$ cat config.mk
export PLATFORM = sky130hd
export DESIGN_NAME = rv_sram_arbiter
export DESIGN_NICKNAME = d
export VERILOG_FILES = /design/src/rtl/rv_pkg.sv /design/src/rtl/rv_rr_arbiter2.sv /design/src/rtl/rv_sram_arbiter.sv
export SDC_FILE = /design/constraint.sdc
export NUM_CORES = 1
export LEC_CHECK = 0
export BUFFER_PORTS_ARGS = -buffer_cell sky130_fd_sc_hd__buf_2
export CORE_MARGIN = 2
export CORE_UTILIZATION = 30
export CTS_CLUSTER_DIAMETER = 120
export DETAILED_ROUTE_END_ITERATION = 16
export PLACE_DENSITY = 0.58
export SYNTH_ARGS = -nofsm -noshare
export SYNTH_HDL_FRONTEND = slang
export SYNTH_SLANG_ARGS = --single-unit
$ cat constraint.sdc
create_clock -name clk_i -period 5.6 [get_ports clk_i]
set_input_delay 0.84 -clock clk_i [delete_from_list [all_inputs] [get_ports clk_i]]
set_output_delay 0.84 -clock clk_i [all_outputs]
set_load 0.01 [all_outputs]
$ cat src/rtl/rv_pkg.sv
// Shared types for the SRAM arbiter: data width, FSM states, port ownership.
package rv_pkg;

    localparam int XLEN = 32;
    localparam int BEW  = XLEN / 8;

    typedef enum logic [1:0] {
        ARB_IDLE,
        ARB_ISSUE,
        ARB_WAIT,
        ARB_GAP
    } arb_state_t;

    typedef enum logic {
        OWN_INSTR,
        OWN_DATA
    } arb_owner_t;

    function automatic logic [XLEN-1:0] word_align(input logic [XLEN-1:0] a);
        return a & ~XLEN'(3);
    endfunction

endpackage

$ cat src/rtl/rv_rr_arbiter2.sv
// Two-way round-robin arbiter: combinational grant, registered last winner.
module rv_rr_arbiter2
    import rv_pkg::*;
(
    input  logic clk_i,
    input  logic arst_i,
    input  logic en_i,
    input  logic req_instr_i,
    input  logic req_data_i,
    output logic gnt_instr_o,
    output logic gnt_data_o
);

    arb_owner_t last_q, last_d;

    always_comb begin
        gnt_instr_o = 1'b0;
        gnt_data_o  = 1'b0;
        if (en_i) begin
            if (req_instr_i && req_data_i) begin
                gnt_instr_o = (last_q == OWN_DATA);
                gnt_data_o  = (last_q == OWN_INSTR);
            end else begin
                gnt_instr_o = req_instr_i;
                gnt_data_o  = req_data_i;
            end
        end
    end

    always_comb begin
        last_d = last_q;
        if (gnt_instr_o) begin
            last_d = OWN_INSTR;
        end else if (gnt_data_o) begin
            last_d = OWN_DATA;
        end
    end

    // Reset to data so the instruction port wins the first tie.
    always_ff @(posedge clk_i or posedge arst_i) begin
        if (arst_i) begin
            last_q <= OWN_DATA;
        end else begin
            last_q <= last_d;
        end
    end

endmodule

$ cat src/rtl/rv_sram_arbiter.sv
// Instruction/data arbiter in front of a single-outstanding SRAM driver.
// Optional WAIT watchdog enabled by defining RV_SRAM_ARB_TIMEOUT_EN.
module rv_sram_arbiter
    import rv_pkg::*;
#(
    parameter int TIMEOUT_CYCLES = 64
) (
    input  logic            clk_i,
    input  logic            arst_i,
    input  logic            instr_req_i,
    input  logic [XLEN-1:0] instr_addr_i,
    output logic            instr_gnt_o,
    output logic            instr_rvalid_o,
    output logic [XLEN-1:0] instr_rdata_o,
    output logic            instr_err_o,
    input  logic            data_req_i,
    input  logic            data_we_i,
    input  logic [BEW-1:0]  data_be_i,
    input  logic [XLEN-1:0] data_addr_i,
    input  logic [XLEN-1:0] data_wdata_i,
    output logic            data_gnt_o,
    output logic            data_rvalid_o,
    output logic [XLEN-1:0] data_rdata_o,
    output logic            data_err_o,
    output logic            mem_req_o,
    output logic            mem_we_o,
    output logic [BEW-1:0]  mem_be_o,
    output logic [XLEN-1:0] mem_addr_o,
    output logic [XLEN-1:0] mem_wdata_o,
    input  logic            mem_rvalid_i,
    input  logic [XLEN-1:0] mem_rdata_i
);

    arb_state_t      state_q, state_d;
    arb_owner_t      owner_q;
    logic            we_q;
    logic [BEW-1:0]  be_q;
    logic [XLEN-1:0] addr_q;
    logic [XLEN-1:0] wdata_q;
    logic [XLEN-1:0] irdata_q;
    logic [XLEN-1:0] drdata_q;
    logic            gnt_en;
    logic            gnt_instr;
    logic            gnt_data;
    logic            timeout;
    logic            complete;

    assign gnt_en = (state_q == ARB_IDLE) && !arst_i;

    rv_rr_arbiter2 u_rr (
        .clk_i       (clk_i),
        .arst_i      (arst_i),
        .en_i        (gnt_en),
        .req_instr_i (instr_req_i),
        .req_data_i  (data_req_i),
        .gnt_instr_o (gnt_instr),
        .gnt_data_o  (gnt_data)
    );

`ifdef RV_SRAM_ARB_TIMEOUT_EN
    localparam int CW = $clog2(TIMEOUT_CYCLES) + 1;

    logic [CW-1:0] cnt_q;
    logic          err_q;

    assign timeout = !mem_rvalid_i && (cnt_q == CW'(TIMEOUT_CYCLES - 1));

    always_ff @(posedge clk_i or posedge arst_i) begin
        if (arst_i) begin
            cnt_q <= '0;
            err_q <= 1'b0;
        end else begin
            if (state_q == ARB_ISSUE) begin
                cnt_q <= '0;
            end else if (state_q == ARB_WAIT && !mem_rvalid_i) begin
                cnt_q <= cnt_q + 1'b1;
            end
            if (complete) begin
                err_q <= timeout;
            end
        end
    end
`else
    logic unused_timeout;

    assign timeout        = 1'b0;
    assign unused_timeout = (TIMEOUT_CYCLES > 0);
`endif

    assign complete = (state_q == ARB_WAIT) && (mem_rvalid_i || timeout);

    always_ff @(posedge clk_i or posedge arst_i) begin
        if (arst_i) begin
            state_q <= ARB_IDLE;
        end else begin
            state_q <= state_d;
        end
    end

    always_comb begin
        state_d = state_q;
        unique case (state_q)
            ARB_IDLE:  if (gnt_instr || gnt_data) state_d = ARB_ISSUE;
            ARB_ISSUE: state_d = ARB_WAIT;
            ARB_WAIT:  if (complete) state_d = ARB_GAP;
            ARB_GAP:   state_d = ARB_IDLE;
            default:   state_d = ARB_IDLE;
        endcase
    end

    always_comb begin
        instr_gnt_o    = gnt_instr;
        data_gnt_o     = gnt_data;
        mem_req_o      = (state_q == ARB_ISSUE);
        instr_rvalid_o = (state_q == ARB_GAP) && (owner_q == OWN_INSTR);
        data_rvalid_o  = (state_q == ARB_GAP) && (owner_q == OWN_DATA);
`ifdef RV_SRAM_ARB_TIMEOUT_EN
        instr_err_o    = instr_rvalid_o && err_q;
        data_err_o     = data_rvalid_o && err_q;
`else
        instr_err_o    = 1'b0;
        data_err_o     = 1'b0;
`endif
    end

    // Fields stay registered until the next grant so the driver sees them stable.
    always_ff @(posedge clk_i or posedge arst_i) begin
        if (arst_i) begin
            owner_q  <= OWN_DATA;
            we_q     <= 1'b0;
            be_q     <= '0;
            addr_q   <= '0;
            wdata_q  <= '0;
            irdata_q <= '0;
            drdata_q <= '0;
        end else begin
            if (gnt_instr) begin
                owner_q <= OWN_INSTR;
                we_q    <= 1'b0;
                be_q    <= '1;
                addr_q  <= word_align(instr_addr_i);
                wdata_q <= '0;
            end else if (gnt_data) begin
                owner_q <= OWN_DATA;
                we_q    <= data_we_i;
                be_q    <= data_be_i;
                addr_q  <= word_align(data_addr_i);
                wdata_q <= data_wdata_i;
            end
            if (complete && owner_q == OWN_INSTR) begin
                irdata_q <= timeout ? '0 : mem_rdata_i;
            end
            if (complete && owner_q == OWN_DATA) begin
                drdata_q <= timeout ? '0 : mem_rdata_i;
            end
        end
    end

    assign mem_we_o      = we_q;
    assign mem_be_o      = be_q;
    assign mem_addr_o    = addr_q;
    assign mem_wdata_o   = wdata_q;
    assign instr_rdata_o = irdata_q;
    assign data_rdata_o  = drdata_q;

endmodule
==> summary by stage <==
Min path
The min-delay analysis places its worst path in the category reg2reg. Counting instances, the worst hold path has a depth of 1. The startpoint of the tightest hold check path is mem_be_o[1].

The end of the worst hold path is mem_be_o[1].

Critical path
The critical-path cell with the highest stage delay is sky130_fd_sc_hd__inv_2. The launch instance of the worst register-to-register path is state_q[0]. The element type at the critical path start is a register. The critical path goes through inv_1 > ha_1 > and2b_4 > nand3_4 > inv_2 > buf_2. The count of buffer and inverter cells on the critical path is 3. The number of cell instances on the worst register-to-register path is 7. Grouping stages by cell kind, the critical path spends the most delay in buffers and inverters. The critical path data arrival time is 2.59 ns. For the worst setup path, the data required time is roughly 4.8 ns.

The worst register-to-register path ends at mem_addr_o[12]. The critical path endpoint category is an output port. Along the worst path, the maximum fanout reaches 32.

The maximum single-stage delay on the critical path is 0.60 ns. By startpoint and endpoint, the worst setup path is classified as reg2out. The flop-to-flop setup slack is 3.23 ns. The origin of the worst setup path is state_q[0].

Clock network
TritonCTS built the clock tree. After clock tree synthesis, the clock-pin slew on the worst setup and hold paths is roughly 0.060 ns. Counting the buffers created by CTS gives 17. The H-tree was split into 4 levels. The source-to-sink clock delay at the later pin of the worst-skew pair is 0.41 ns. The cell at the root of the clock tree is sky130_fd_sc_hd__clkbuf_16. The setup fix buffers added after clock tree synthesis is 0.

The clock sink count is 134. The number of hold buffers added after CTS was 0. Post-CTS repair changed the size of 0 cells. The maximum root-to-sink buffer count is 2.

Route
The remaining number of nets flagged by the antenna check after routing is 0. The first detailed-routing pass ran for 4 iterations. The number of DRC markers after the initial detailed-route iteration is around 120. The final wirelength is 14.6 mm.

After detailed routing, the number of remaining DRC violations is 0. Dividing the detail-routed wire length by the instance count gives 16.0 µm. The via count of the routed design is 4,262. After detailed routing, the number of vias per cell comes to 4.68.

Timing
Setup repair after global routing left no endpoint under its margin. The final-report hold violation count is 0. The routed design could run at a clock period as short as 3.43 ns.

The max-slew violation total from the final report is 0. The aggregate negative setup slack is 0 ns. The slew at the pin with the worst max-slew slack is 1.19 ns. The worst path meets setup with 2.17 ns of slack. The headroom to the max-slew limit is 20.8%. Setup violations remaining at the end of the flow were counted as 0. The clock arrives with 0.0122 ns of skew. The share of the cycle needed by the critical path after routing is 61.3%. The highest achievable clock rate is between 200 and 300 MHz.

Cells and area
The net count of the finished layout is between 800 and 900. The post-route netlist has 55.8% of its cells at a drive strength greater than 1. The area growth from synthesis to layout is 38.6%. The count of inserted antenna diode cells is 0.

Logic synthesis
Yosys attributes the largest share of cell area to sky130_fd_sc_hd__dfrtp_1, sky130_fd_sc_hd__mux2_2, sky130_fd_sc_hd__a21oi_1. The cell type with the largest total area after synthesis is sky130_fd_sc_hd__dfrtp_1. The sequential area share after synthesis is roughly 62%. The per-instance average area after synthesis is 13.1 µm². For this run, the number of Yosys warnings is 0. Synthesis produced a netlist whose cell count is 411.

The synthesized netlist occupies a cell area of 5370 µm². The share of the synthesized area in the top cell type is 61.9%. The number of different library cells used by synthesis comes to 30. The post-synthesis sequential element count is 134.

Global route
The total overflow left after global routing is 0. The initial antenna violation count is 0. The number of global-route vias before repair is 4,387. Entering global routing, the biggest net connects 76 pins.

The overall routing resource usage is 15.1%. The first global-routing pass estimated 22.0 mm of wire.

Floorplanning
278 I/O pins were placed. The core area is 17,400 µm². Once the floorplan was initialized, standard cells occupied 30.9% of the core.

The floorplan step defined a die boundary enclosing between 15,000 and 20,000 µm². The number of core rows is 48. The floorplan step set the die width to 138 µm. The height of the chip is between 100 and 150 µm.

Placed design
The number of buffer cells added on primary ports is between 200 and 300. Detailed placement ended at an HPWL of 10.6 mm. The setup slack at placement is 2.27 ns. Routability-driven placement finished with a final weighted congestion of ~0.78.

Job
The number of max-cap violations is 0.

Power
The total leakage power is 3.85 nW. VDD sags by at most 219 µV. The power density over the cells is 608 nW/µm².

Run status
The flow ran to the end, and the final reports show no timing, DRC or antenna violations.
[routing by layer]
| layer | up-vias | global-route usage, % | part of all wire, % |
|---|---|---|---|
| met3 | 23 | 5.63 | 9.2 |
| met4 | 0 | 5.67 | 2.1 |
| met2 | 191 | 25.5 | 49 |
| met1 | 2081 | 17.5 | 40 |
| li1 | 1967 | - | - |
| met5 | - | 0 | 0 |
[layout by cell type (no fill, tap or decap), types with 2 or more instances in the layout]
cell / count
sky130_fd_sc_hd__a21oi_1: 59
sky130_fd_sc_hd__a21oi_2: 2
sky130_fd_sc_hd__a22o_1: 29
sky130_fd_sc_hd__a22o_2: 4
sky130_fd_sc_hd__buf_2: 269
sky130_fd_sc_hd__buf_4: 2
sky130_fd_sc_hd__bufinv_16: 5
sky130_fd_sc_hd__clkbuf_1: 2
sky130_fd_sc_hd__clkbuf_16: 17
sky130_fd_sc_hd__clkinv_4: 3
sky130_fd_sc_hd__conb_1: 4
sky130_fd_sc_hd__dfrtp_1: 133
sky130_fd_sc_hd__ha_1: 4
sky130_fd_sc_hd__inv_1: 2
sky130_fd_sc_hd__inv_6: 3
sky130_fd_sc_hd__mux2_2: 65
sky130_fd_sc_hd__nand2_1: 31
sky130_fd_sc_hd__nand3_2: 2
sky130_fd_sc_hd__nor2_1: 32
sky130_fd_sc_hd__nor2b_1: 2
sky130_fd_sc_hd__o22a_1: 2
sky130_fd_sc_hd__o22a_2: 3
[Yosys cell counts, drive strengths merged]
library cell / number
ha: 4
nand2: 31
inv: 5
and2b: 1
nand3b: 1
a22o: 33
buf: 27
dfstp: 1
nor2b: 2
and2: 1
mux2: 65
o21ai: 1
clkbuf: 2
nand3: 3
o21a: 1
dfrtp: 133
conb: 1
o22a: 5
nor2: 32
nand2b: 1
a21oi: 61
[flip-flops by register name, indices dropped and copies added (netlist names)]
name           flops
data_rdata_o      32
instr_rdata_o     32
mem_addr_o        30
mem_be_o           4
mem_wdata_o       32
mem_we_o           1
owner_q            1
state_q            2
[how the worst max path moves through the flow]
stage,endpoint,slack (ns),cells past startpoint
floorplan,data_rdata_o[0],1.18,1
global placement,instr_gnt_o,2.32,5
detailed placement,instr_gnt_o,2.27,5
CTS,instr_gnt_o,2.12,6
global route,instr_gnt_o,1.94,6
finish,instr_gnt_o,2.17,6
[through the flow]
step / utilization [%] / cell area (µm²) / hold slack [ns] / total power, mW / cells
CTS: 42.8 / 7450 / 0.493 / 4.60 / 911
global placement: 39.2 / 6820 / 0.469 / 3.30 / 881
global route: 42.8 / 7450 / 0.506 / 4.82 / 911
detailed placement: 39.2 / 6820 / 0.476 / 3.37 / 881
finish: 42.8 / 7450 / 0.489 / 4.53 / 911
floorplan: - / 5390 / 0.506 / 2.66 / 414
[logic make-up (layout without fill, tap and decap cells)]
group | after synthesis | after routing | share of synthesized area, %
fa+ha+maj | 4 | 4 | 0.931
simple gates | 72 | 72 | 5.87
other cells | 1 | 4 | 0.0698
buf+inv | 34 | 306 | 4.47
flops | 134 | 134 | 62.4
compound gates | 101 | 101 | 12.6
mux | 65 | 65 | 13.6
[area by class of cell]
class / count / area [µm²]
inverters: 5 / 26.3
repair buffers: 271 / 1360
clock inverters: 11 / 199
clock buffers: 19 / 433
fillers: 1673 / 9970
flip-flops and latches: 134 / 3350
well taps: 225 / 282
multi-input cells: 246 / 1800
[where the power goes]
group	switching, mW	internal (mW)
clock network	0.409	0.789
logic	0.834	0.789
registers	0.253	1.45
total	1.50	3.03
Power figures use the tool's default switching activity.
